### config.mk
export PLATFORM = sky130hd
export DESIGN_NAME = pc_gen_flat
export DESIGN_NICKNAME = d
export VERILOG_FILES = /design/src/rtl/pc_gen_pkg.sv /design/src/rtl/pc_gen_if.sv /design/src/rtl/pc_gen.sv /design/src/flat_wrapper.sv
export SDC_FILE = /design/constraint.sdc
export NUM_CORES = 1
export LEC_CHECK = 0
export ABC_CLOCK_PERIOD_IN_PS = 2200
export BUFFER_PORTS_ARGS = -buffer_cell sky130_fd_sc_hd__buf_2
export CAP_MARGIN = 20
export CORE_MARGIN = 4
export CORE_UTILIZATION = 45
export DETAILED_ROUTE_END_ITERATION = 8
export HOLD_SLACK_MARGIN = 0.08
export MAX_ROUTING_LAYER = met4
export PLACE_DENSITY = 0.82
export SYNTH_ARGS = -nofsm -noshare
export SYNTH_HDL_FRONTEND = slang
export SYNTH_SLANG_ARGS = --single-unit
### constraint.sdc
create_clock -name clk -period 2.2 [get_ports clk]
set_input_delay 0.66 -clock clk [delete_from_list [all_inputs] [get_ports clk]]
set_output_delay 0.66 -clock clk [all_outputs]
set_load 0.01 [all_outputs]
### src/rtl/pc_gen_pkg.sv
// Shared fetch-side definitions: chip-enable levels,
// branch flag level and default instruction address width.
package pc_gen_pkg;

    localparam logic CHIP_ENABLE  = 1'b1;
    localparam logic CHIP_DISABLE = 1'b0;
    localparam logic BRANCH       = 1'b1;
    localparam int unsigned INST_ADDR_W = 32;

endpackage

### src/rtl/pc_gen_if.sv
// Fetch redirect/stall bundle between pipeline control and pc_gen.
// master: pc_gen (drives pc/ce/status); slave: pipeline/memory side.
interface pc_gen_if #(
    parameter int unsigned ADDR_W = 32
);
    logic              stall_i;
    logic              if_ready_i;
    logic              branch_flag_i;
    logic [ADDR_W-1:0] branch_target_addr_i;
    logic              flush_i;
    logic [ADDR_W-1:0] flush_addr_i;
    logic [ADDR_W-1:0] pc;
    logic              ce;
    logic              redir_pend_o;
    logic              misalign_o;

    modport master (
        input  stall_i, if_ready_i,
        input  branch_flag_i, branch_target_addr_i,
        input  flush_i, flush_addr_i,
        output pc, ce, redir_pend_o, misalign_o
    );

    modport slave (
        output stall_i, if_ready_i,
        output branch_flag_i, branch_target_addr_i,
        output flush_i, flush_addr_i,
        input  pc, ce, redir_pend_o, misalign_o
    );
endinterface

### src/rtl/pc_gen.sv
// Program counter generator: boot delay, sequential fetch, branch/flush
// redirect with a one-entry pending target. Ports: clk, rst (active-low), bus.
module pc_gen
    import pc_gen_pkg::*;
#(
    parameter int unsigned       ADDR_W     = INST_ADDR_W,
    parameter logic [ADDR_W-1:0] RESET_VEC  = '0,
    parameter int unsigned       INC        = 4,
    parameter int unsigned       BOOT_DELAY = 1
) (
    input logic      clk,
    input logic      rst,
    pc_gen_if.master bus
);

    typedef enum logic [1:0] {
        BOOT = 2'd0,
        RUN  = 2'd1,
        PEND = 2'd2
    } state_e;

    state_e            state_q, state_d;
    logic [3:0]        cnt_q, cnt_d;
    logic [ADDR_W-1:0] pc_q, pc_d;
    logic [ADDR_W-1:0] pend_q, pend_d;
    logic              ce_q, ce_d;
    logic              mis_q, mis_d;
    logic              adv;

    assign adv = ce_q & bus.if_ready_i & ~bus.stall_i;

    always_comb begin
        state_d = state_q;
        cnt_d   = cnt_q;
        pc_d    = pc_q;
        pend_d  = pend_q;
        ce_d    = ce_q;
        unique case (state_q)
            BOOT: begin
                // Redirects are ignored until the first fetch is issued.
                cnt_d = cnt_q + 4'd1;
                pc_d  = RESET_VEC;
                if (cnt_d == 4'(BOOT_DELAY)) begin
                    state_d = RUN;
                    ce_d    = CHIP_ENABLE;
                end
            end
            RUN, PEND: begin
                if (bus.flush_i) begin
                    pc_d    = bus.flush_addr_i;
                    pend_d  = '0;
                    state_d = RUN;
                end else if (bus.branch_flag_i == BRANCH) begin
                    if (adv) begin
                        pc_d    = bus.branch_target_addr_i;
                        pend_d  = '0;
                        state_d = RUN;
                    end else begin
                        // Newest target wins while fetch is blocked.
                        pend_d  = bus.branch_target_addr_i;
                        state_d = PEND;
                    end
                end else if (adv) begin
                    if (state_q == PEND) begin
                        pc_d    = pend_q;
                        pend_d  = '0;
                        state_d = RUN;
                    end else begin
                        pc_d = pc_q + ADDR_W'(INC);
                    end
                end
            end
            default: begin
                state_d = BOOT;
                cnt_d   = '0;
                pc_d    = RESET_VEC;
                pend_d  = '0;
                ce_d    = CHIP_DISABLE;
            end
        endcase
        mis_d = ce_d & (pc_d[1:0] != 2'b00);
    end

    always_ff @(posedge clk or negedge rst) begin
        if (!rst) begin
            state_q <= BOOT;
            cnt_q   <= '0;
            pc_q    <= RESET_VEC;
            pend_q  <= '0;
            ce_q    <= CHIP_DISABLE;
            mis_q   <= 1'b0;
        end else begin
            state_q <= state_d;
            cnt_q   <= cnt_d;
            pc_q    <= pc_d;
            pend_q  <= pend_d;
            ce_q    <= ce_d;
            mis_q   <= mis_d;
        end
    end

    assign bus.pc           = pc_q;
    assign bus.ce           = ce_q;
    assign bus.redir_pend_o = (state_q == PEND);
    assign bus.misalign_o   = mis_q;

endmodule

### src/flat_wrapper.sv
// flat-port wrapper written by rule: the top's interface ports become plain ports
module pc_gen_flat import pc_gen_pkg::*;
#(
    parameter int unsigned       ADDR_W     = INST_ADDR_W,
    parameter logic [ADDR_W-1:0] RESET_VEC  = '0,
    parameter int unsigned       INC        = 4,
    parameter int unsigned       BOOT_DELAY = 1
)
  (clk, rst, bus_stall_i, bus_if_ready_i, bus_branch_flag_i, bus_branch_target_addr_i, bus_flush_i, bus_flush_addr_i, bus_pc, bus_ce, bus_redir_pend_o, bus_misalign_o);
  pc_gen_if #(.ADDR_W(ADDR_W)) bus_i ();
  input logic clk;
  input logic rst;
  input wire logic [$bits(bus_i.stall_i)-1:0] bus_stall_i;
  input wire logic [$bits(bus_i.if_ready_i)-1:0] bus_if_ready_i;
  input wire logic [$bits(bus_i.branch_flag_i)-1:0] bus_branch_flag_i;
  input wire logic [$bits(bus_i.branch_target_addr_i)-1:0] bus_branch_target_addr_i;
  input wire logic [$bits(bus_i.flush_i)-1:0] bus_flush_i;
  input wire logic [$bits(bus_i.flush_addr_i)-1:0] bus_flush_addr_i;
  output wire logic [$bits(bus_i.pc)-1:0] bus_pc;
  output wire logic [$bits(bus_i.ce)-1:0] bus_ce;
  output wire logic [$bits(bus_i.redir_pend_o)-1:0] bus_redir_pend_o;
  output wire logic [$bits(bus_i.misalign_o)-1:0] bus_misalign_o;
  assign bus_i.stall_i = bus_stall_i;
  assign bus_i.if_ready_i = bus_if_ready_i;
  assign bus_i.branch_flag_i = bus_branch_flag_i;
  assign bus_i.branch_target_addr_i = bus_branch_target_addr_i;
  assign bus_i.flush_i = bus_flush_i;
  assign bus_i.flush_addr_i = bus_flush_addr_i;
  assign bus_pc = bus_i.pc;
  assign bus_ce = bus_i.ce;
  assign bus_redir_pend_o = bus_i.redir_pend_o;
  assign bus_misalign_o = bus_i.misalign_o;
  pc_gen #(.ADDR_W(ADDR_W), .RESET_VEC(RESET_VEC), .INC(INC), .BOOT_DELAY(BOOT_DELAY)) u_core (.clk(clk), .rst(rst), .bus(bus_i));
endmodule
==> results of run 1 <==
worst max-delay path by stage:
stage                                        from                              end  slack (ns)  depth (start not counted)
detailed placement              bus_branch_flag_i    u_core.bus.pc[22]$_DFFE_PN0P_       0.003                          6
global placement                bus_branch_flag_i  u_core.bus.misalign_o$_DFF_PN0_        0.02                          7
finish              u_core.state_q[0]$_DFFE_PN0P_                 bus_redir_pend_o        0.01                          4
global route        u_core.state_q[0]$_DFFE_PN0P_                 bus_redir_pend_o       -0.04                          4
CTS                 u_core.state_q[0]$_DFFE_PN0P_    u_core.state_q[0]$_DFFE_PN0P_        0.02                          8
floorplan           u_core.state_q[0]$_DFFE_PN0P_     u_core.pend_q[0]$_DFFE_PN0P_        0.17                         10
layer usage:
layer | vias up | share of wire, % | routed length [um] | global-route usage [%]
li1 | 2316 | - | - | -
met1 | 2442 | 41 | 7040 | 42.72
met2 | 329 | 46 | 7927 | 43.69
met3 | 55 | 10 | 1781 | 5.194
met4 | 0 | 2.7 | 467 | 11.54
met5 | - | 0 | 0 | -
kinds of logic after synthesis:
logic type / share of synthesized area (%)
AND/OR/NAND/NOR: 24.12
AO/OA/AOI/OAI: 24.48
flip-flops: 39.65
buffers and inverters: 4.818
XOR/XNOR: 3.084
multiplexers: 2.203
adder cells (fa/ha/maj): 1.652
stage by stage:
stage,setup slack [ns],util (%)
2_1_floorplan,0.1684,-
3_3_place_gp,0.02441,56.74
3_5_place_dp,0.003179,56.74
4_1_cts,0.01856,58.97
5_1_grt,-0.04033,59.62
6_report,0.009872,59.62
registers in the layout, summed over array words and instances, names as in the netlist:
register               cells
u_core.bus.ce              1
u_core.cnt_q               4
u_core.bus.misalign_o      1
u_core.bus.pc             32
u_core.state_q             2
u_core.pend_q             32
layout by cell type, fill, tap and decap left out, types with 3 or more instances in the layout:
cell type,n
o211ai_1,13
nand3_1,17
mux2i_1,10
a221o_1,3
buf_2,104
buf_4,61
o21ai_0,59
ha_1,4
clkbuf_8,14
inv_1,12
o32ai_1,3
nand2b_1,3
buf_12,3
dfrtp_1,72
o22ai_1,10
a21oi_1,32
nand4_1,7
xor2_1,6
o21a_1,3
a211oi_1,7
xnor2_1,10
and3_1,4
nor2_1,28
o221ai_1,9
a221oi_1,8
nor4_1,7
nor3_1,26
or3_1,5
nand2_1,113
power by group:
group	total [mW]	leakage [nW]	internal, mW	switching [mW]
clock	1.08	0.108	0.561	0.516
combinational	3.75	1.57	1.52	2.23
sequential	2.24	0.958	1.79	0.443
timing repair:
| item | in CTS | in global routing |
|---|---|---|
| hold endpoints to repair | 0 | 0 |
| resized for setup | 3 | 3 |
| setup buffers | 0 | 3 |
| gates cloned | 0 | 1 |
| setup endpoints to repair | 1 | 37 |
| pin swaps | 0 | 1 |
area by class of cell:
type	instances	area, um2	area share [%]
Multi-Input combinational cell	433	2556	43.66
Sequential cell	72	1802	30.78
Timing Repair Buffer	170	1079	18.42
Clock buffer	14	192.7	3.291
Tap cell	133	166.4	2.842
Inverter	13	48.80	0.8335
Clock inverter	2	10.01	0.1710
critical path, stage by stage, from the launching register on:
cell     delay, ns
dfrtp_1       0.43
inv_1         0.18
ha_4          0.23
buf_8         0.18
buf_2         0.15
==> results.rst, run 1 <==
.. list-table::
   :header-rows: 1

   * - Metric
     - Value
   * - Run status
     - finished clean
   * - Arr. time, crit path
     - around 1.5 ns
   * - Number of sinks on the clock net
     - 72
   * - Post-DP HPWL
     - 12.48 mm
   * - Worst-path fanout max
     - 15
   * - Instance count of the mapped netlist
     - 560
   * - Hold Slack
     - between 0.2 and 0.3 ns
   * - Number of diodes added for antenna fixing
     - 0
   * - Area enclosed by the die boundary
     - 11770 um2
   * - Global router's overall resource usage
     - 30.33%
   * - Yosys top cell by area
     - dfrtp_1
   * - R2R Path Start
     - u_core.state_q[0]$_DFFE_PN0P_
   * - Remaining DRCs
     - 0
   * - Number of cells on the worst reg-to-reg path
     - 7
   * - Type of element launching the critical path
     - flip-flop
   * - Maximum number of pins on one net before global-route repair
     - 73
   * - Avg Synthesized Cell Area
     - between 8 and 9 um2
   * - TritonCTS clock tree
     - built
   * - I/O pin cnt
     - 105
   * - CP Capture Type
     - primary output
   * - Final setup violation count
     - 0
   * - Leakage
     - 2.637 nW
   * - Area added between synthesis and finish
     - 28.83%
   * - Critical path type
     - reg -> out
   * - Port Buf Inserts
     - 104
   * - First-pass GRT wire length
     - 26.44 mm
   * - Leading post-synthesis cells by instance count
     - nand2_1, dfrtp_1, o21ai_0
   * - Die span in y
     - between 100 and 150 um
   * - Placeable core region
     - 9819 um2
   * - Number of cell rows
     - 36
   * - Number of register bits inferred by synthesis
     - 72
   * - Instance area at placement
     - ~5600 um2
   * - Sequential fraction of the synthesis area
     - 39.65%
   * - R2R Path End
     - u_core.bus.pc[29]$_DFFE_PN0P_
   * - Number of CTS-inserted buffers
     - 9
   * - Post-Syn Nets
     - 636
   * - Worst skew pair latency
     - 0.37 ns
   * - Root Buffer
     - clkbuf_8
   * - RSZ-0062 raised after global routing
     - true
   * - Number of enable-type register cells in the synthesized netlist
     - 0
   * - Worst-case vdd ir drop
     - approximately 0.65 mV
   * - Clock tree skew after final layout
     - 0.01753 ns
   * - Clock slew at reported path FFs
     - approximately 0.090 ns
   * - P per Cell Area
     - 1206 nW/um2
   * - Count of cell types in the netlist
     - between 60 and 70
   * - Final-layout fill cell count
     - 911
   * - Max Transition Viols Final
     - 0
   * - Most frequently used cell type in the post-synthesis netlist
     - nand2_1
   * - Total overflow reported by the global router
     - 0
   * - Fraction of final layout cells with drive strength greater than 1
     - 28.98%
   * - Cell Area, Synth
     - 4544 um2
   * - Number of buffers on the longest clock path
     - 2
   * - Transition time at the pin with the least slew margin
     - 0.5838 ns
   * - Relative max-transition margin
     - between 60% and 70%
   * - Number of nets with antenna violations after routing
     - 0
   * - Reg-to-reg setup timing slack
     - about 0.14 ns
   * - Yosys warning count
     - 0
   * - Final std cell area, no fill
     - 5854 um2
   * - Die width
     - ~110 um
   * - Clock period minus worst slack
     - between 2 and 2.5 ns
   * - Routed WL per cell
     - 20.57 um
   * - Final wirelength
     - 17.22 mm
   * - Number of detailed-route iterations in the first pass
     - 6
   * - Share of the synthesized area in the top cell type
     - 39.65%
   * - Worst path required time
     - 1.54 ns
   * - Post-route total power
     - 7.062 mW
   * - Final cycle utilization of the critical path
     - 99.55%
   * - Post-Place Cells
     - slightly above 800
   * - Fin. Hold Viols
     - 0
   * - H-tree levels
     - 3
   * - Layout Cells excl Fill
     - 837
   * - Min-Delay Path Class
     - in -> async
   * - Total of hold buffers inserted after clock tree synthesis
     - 0
   * - Initial DRC Count
     - 669
   * - Total number of vias
     - 5142
   * - GPL Wtd Cong
     - 0.9533
   * - Starting utilization of the core area
     - 46.28%
   * - Number of global-route vias before repair
     - between 4000 and 5000
   * - Aggregate negative setup slack
     - 0 ns
   * - Post-layout nets
     - 775
   * - Top cells by area, synth
     - dfrtp_1, nand2_1, o21ai_0, a21oi_1, nor3_1
   * - Antenna violations before repair
     - 0
   * - Share of flip-flops with an asynchronous set or reset after synthesis
     - 100.0%
   * - Detailed-route vias per instance
     - 6.143
   * - Achievable Freq
     - 456.6 MHz
   * - Number of maximum-capacitance violations
     - 0
   * - Ys flop type
     - dfrtp_1
No activity file was read; power rests on OpenSTA's default activity.
==> run 2: changes to the inputs <==
Settings changed: ABC_AREA from default to 1, CAP_MARGIN 20 to default, PLACE_DENSITY 0.82 to 0.81.
==> run 2 against run 1 <==
Effect of this change:
- fmax rose by 16%
- count of clock-buffer cells in the layout fell by 2
- synthesized area rose by 8.5%
- largest power group unchanged
- clock skew fell by 0.0088 ns
- combinational power fell by 19%
- core utilization fell by 4.1 points
- final cell count rose by 20%
- via count rose by 1.7%
- first-iteration DRC count fell by 31%
==> results.rst, run 2 <==
.. list-table::
   :header-rows: 1

   * - Metric
     - Value
   * - Run status
     - finished clean
   * - Cell Area, Synth
     - around 4900 um2
   * - Max Transition Viols Final
     - 0
   * - Starting utilization of the core area
     - a little under half
   * - Total of hold buffers inserted after clock tree synthesis
     - 0
   * - P per Cell Area
     - 1112 nW/um2
   * - Aggregate negative setup slack
     - 0 ns
   * - Total number of vias
     - 5229
   * - Worst-path fanout max
     - 6
   * - Worst path required time
     - about 2.5 ns
   * - Fraction of final layout cells with drive strength greater than 1
     - around a fifth
   * - Clock period minus worst slack
     - 1.893 ns
   * - Post-route total power
     - between 6 and 7 mW
   * - TritonCTS clock tree
     - built
   * - Antenna violations before repair
     - 0
   * - Die width
     - 112.7 um
   * - Ys flop type
     - dfrtp_1
   * - Final wirelength
     - 14.56 mm
   * - Final-layout fill cell count
     - 1037
   * - Detailed-route vias per instance
     - 5.193
   * - Area enclosed by the die boundary
     - between 10000 and 15000 um2
   * - Post CTS Setup Buffer Count
     - 0
   * - Post-DP HPWL
     - 10.55 mm
   * - GPL Wtd Cong
     - 0.9052
   * - Arr. time, crit path
     - about 2.2 ns
   * - Die span in y
     - about 110 um
   * - Number of cell rows
     - 37
   * - Clock tree skew after final layout
     - between 0.008 and 0.009 ns
   * - Number of global-route vias before repair
     - 4878
   * - Maximum number of pins on one net before global-route repair
     - 73
   * - Setup WS post-layout
     - 0.3070 ns
   * - Routed WL per cell
     - 14.46 um
   * - Clock slew at reported path FFs
     - 0.08 ns
   * - Critical path type
     - reg -> reg
   * - Initial DRC Count
     - around 460
   * - Achievable Freq
     - 528.2 MHz
   * - H-tree levels
     - 3
   * - Leading post-synthesis cells by instance count
     - nand2_1, nor2_1, dfrtp_1
   * - Final setup violation count
     - 0
   * - Avg Synthesized Cell Area
     - around 6.4 um2
   * - Post-Syn Nets
     - about 840
   * - Placeable core region
     - 10510 um2
   * - Number of diodes added for antenna fixing
     - 0
   * - Transition time at the pin with the least slew margin
     - 0.4098 ns
   * - Yosys warning count
     - 0
   * - Instance count of the mapped netlist
     - between 700 and 800
   * - Number of detailed-route iterations in the first pass
     - 5
   * - Number of nets with antenna violations after routing
     - 0
   * - CP Capture Type
     - flip-flop
   * - Share of flip-flops with an asynchronous set or reset after synthesis
     - 100.0%
   * - First-pass GRT wire length
     - around 24 mm
   * - Most common cell after layout, fill and taps aside
     - nand2_1
   * - Hold Slack
     - 0.3226 ns
   * - Port Buf Inserts
     - 104
   * - DP Worst Slack
     - 0.1730 ns
   * - Instance area at placement
     - 5607 um2
   * - Min-Delay Path Class
     - in -> async
   * - Type of element launching the critical path
     - flip-flop
   * - Top cells by area, synth
     - dfrtp_1, nand2_1, nor2_1, o21ai_0, a21oi_1
   * - Post-layout nets
     - 942
   * - RSZ-0062 raised after global routing
     - false
   * - Number of buffers on the longest clock path
     - 2
   * - Fin. Hold Viols
     - 0
   * - Share of the synthesized area in the top cell type
     - 36.56%
   * - CTS resizes
     - 0
   * - Final std cell area, no fill
     - 5838 um2
   * - Leakage
     - between 2 and 3 nW
   * - Number of register bits inferred by synthesis
     - between 70 and 80
   * - Sequential fraction of the synthesis area
     - 36.56%
   * - I/O pin cnt
     - approximately 110
   * - Remaining DRCs
     - 0
   * - Yosys top cell by area
     - dfrtp_1
   * - Count of cell types in the netlist
     - 30
   * - Worst-case vdd ir drop
     - 0.8838 mV
   * - Relative max-transition margin
     - 72.68%
   * - Global router's overall resource usage
     - 24.21%
   * - Number of enable-type register cells in the synthesized netlist
     - 0
   * - Worst skew pair latency
     - ~0.37 ns
   * - Number of maximum-capacitance violations
     - 0
   * - Number of sinks on the clock net
     - 72
   * - Area added between synthesis and finish
     - 18.46%
   * - Commonest cells after routing, fill and taps aside
     - nand2_1, nor2_1, buf_2
   * - Number of CTS-inserted buffers
     - 9
   * - Total overflow reported by the global router
     - 0
   * - Final cycle utilization of the critical path
     - 86.05%
   * - Root Buffer
     - clkbuf_8
   * - Most frequently used cell type in the post-synthesis netlist
     - nand2_1
-- run 2: critical path, cell delays in order, from the launching register on --
cell,delay [ns]
dfrtp_1,0.47
ha_1,0.27
nand2_2,0.09
nor2_2,0.12
nand2_2,0.12
nor2_4,0.17
nand2_1,0.07
nand2_1,0.05
nand2_1,0.07
nand2_1,0.08
nand2_1,0.05
nand2_1,0.05
nand2_1,0.06
nand2_1,0.07
nand2_1,0.04
-- run 2: worst paths after layout --
path,startpoint,end,slack (ns),cells after the start
setup / recovery,u_core.bus.pc[2]$_DFFE_PN0P_,u_core.bus.pc[28]$_DFFE_PN0P_,0.31,14
hold / removal,rst,u_core.pend_q[13]$_DFFE_PN0P_,0.32,2
setup reg to reg,u_core.bus.pc[2]$_DFFE_PN0P_,u_core.bus.pc[28]$_DFFE_PN0P_,0.31,14
hold reg to reg,u_core.pend_q[13]$_DFFE_PN0P_,u_core.pend_q[13]$_DFFE_PN0P_,0.49,2
max in group asynchronous,rst,u_core.pend_q[27]$_DFFE_PN0P_,1.56,2
min in group clk,u_core.pend_q[13]$_DFFE_PN0P_,u_core.pend_q[13]$_DFFE_PN0P_,0.49,2
-- run 2: metrics by stage --
stage | util (%) | std cells
2_1_floorplan | - | 768
3_3_place_gp | 53.35 | 991
3_5_place_dp | 53.35 | 991
4_1_cts | 55.55 | 1007
5_1_grt | 55.55 | 1007
6_report | 55.55 | 1007
-- run 2: where the power goes --
group	internal, mW	leakage, nW	switching, mW
sequential	1.75	0.964	0.460
clock	0.703	0.113	0.541
combinational	1.10	1.86	1.93
-- run 2: layout make-up --
class	count	area, um2	area share (%)
Multi-Input combinational cell	623	2786	47.73
Sequential cell	72	1802	30.86
Timing Repair Buffer	122	705.7	12.09
Tap cell	136	170.2	2.915
Clock buffer	12	155.1	2.658
Inverter	38	142.6	2.443
Clock inverter	4	76.32	1.307
-- run 2: kinds of logic (layout without fill, tap and decap cells) --
kind of cell | count (synthesis) | in the layout | synth area share (%)
AOI/OAI and AO/OA | 123 | 123 | 12.95
buffers and inverters | 73 | 176 | 6.905
and+or+nand+nor | 482 | 482 | 39.93
adders and majority gates | 6 | 6 | 1.523
DFF | 72 | 72 | 36.56
xor gates and xnor gates | 12 | 12 | 2.133
-- run 2: per-layer routing --
layer  vias to the layer above  track usage [%]  share of wire, %  wire length, um
li1                       2615                -                 -                -
met1                      2381            31.94                44             6425
met2                       207            37.72                46             6762
met3                        26            4.906               7.3             1067
met4                         0            7.131               2.1              306
met5                         -                -                 0                0
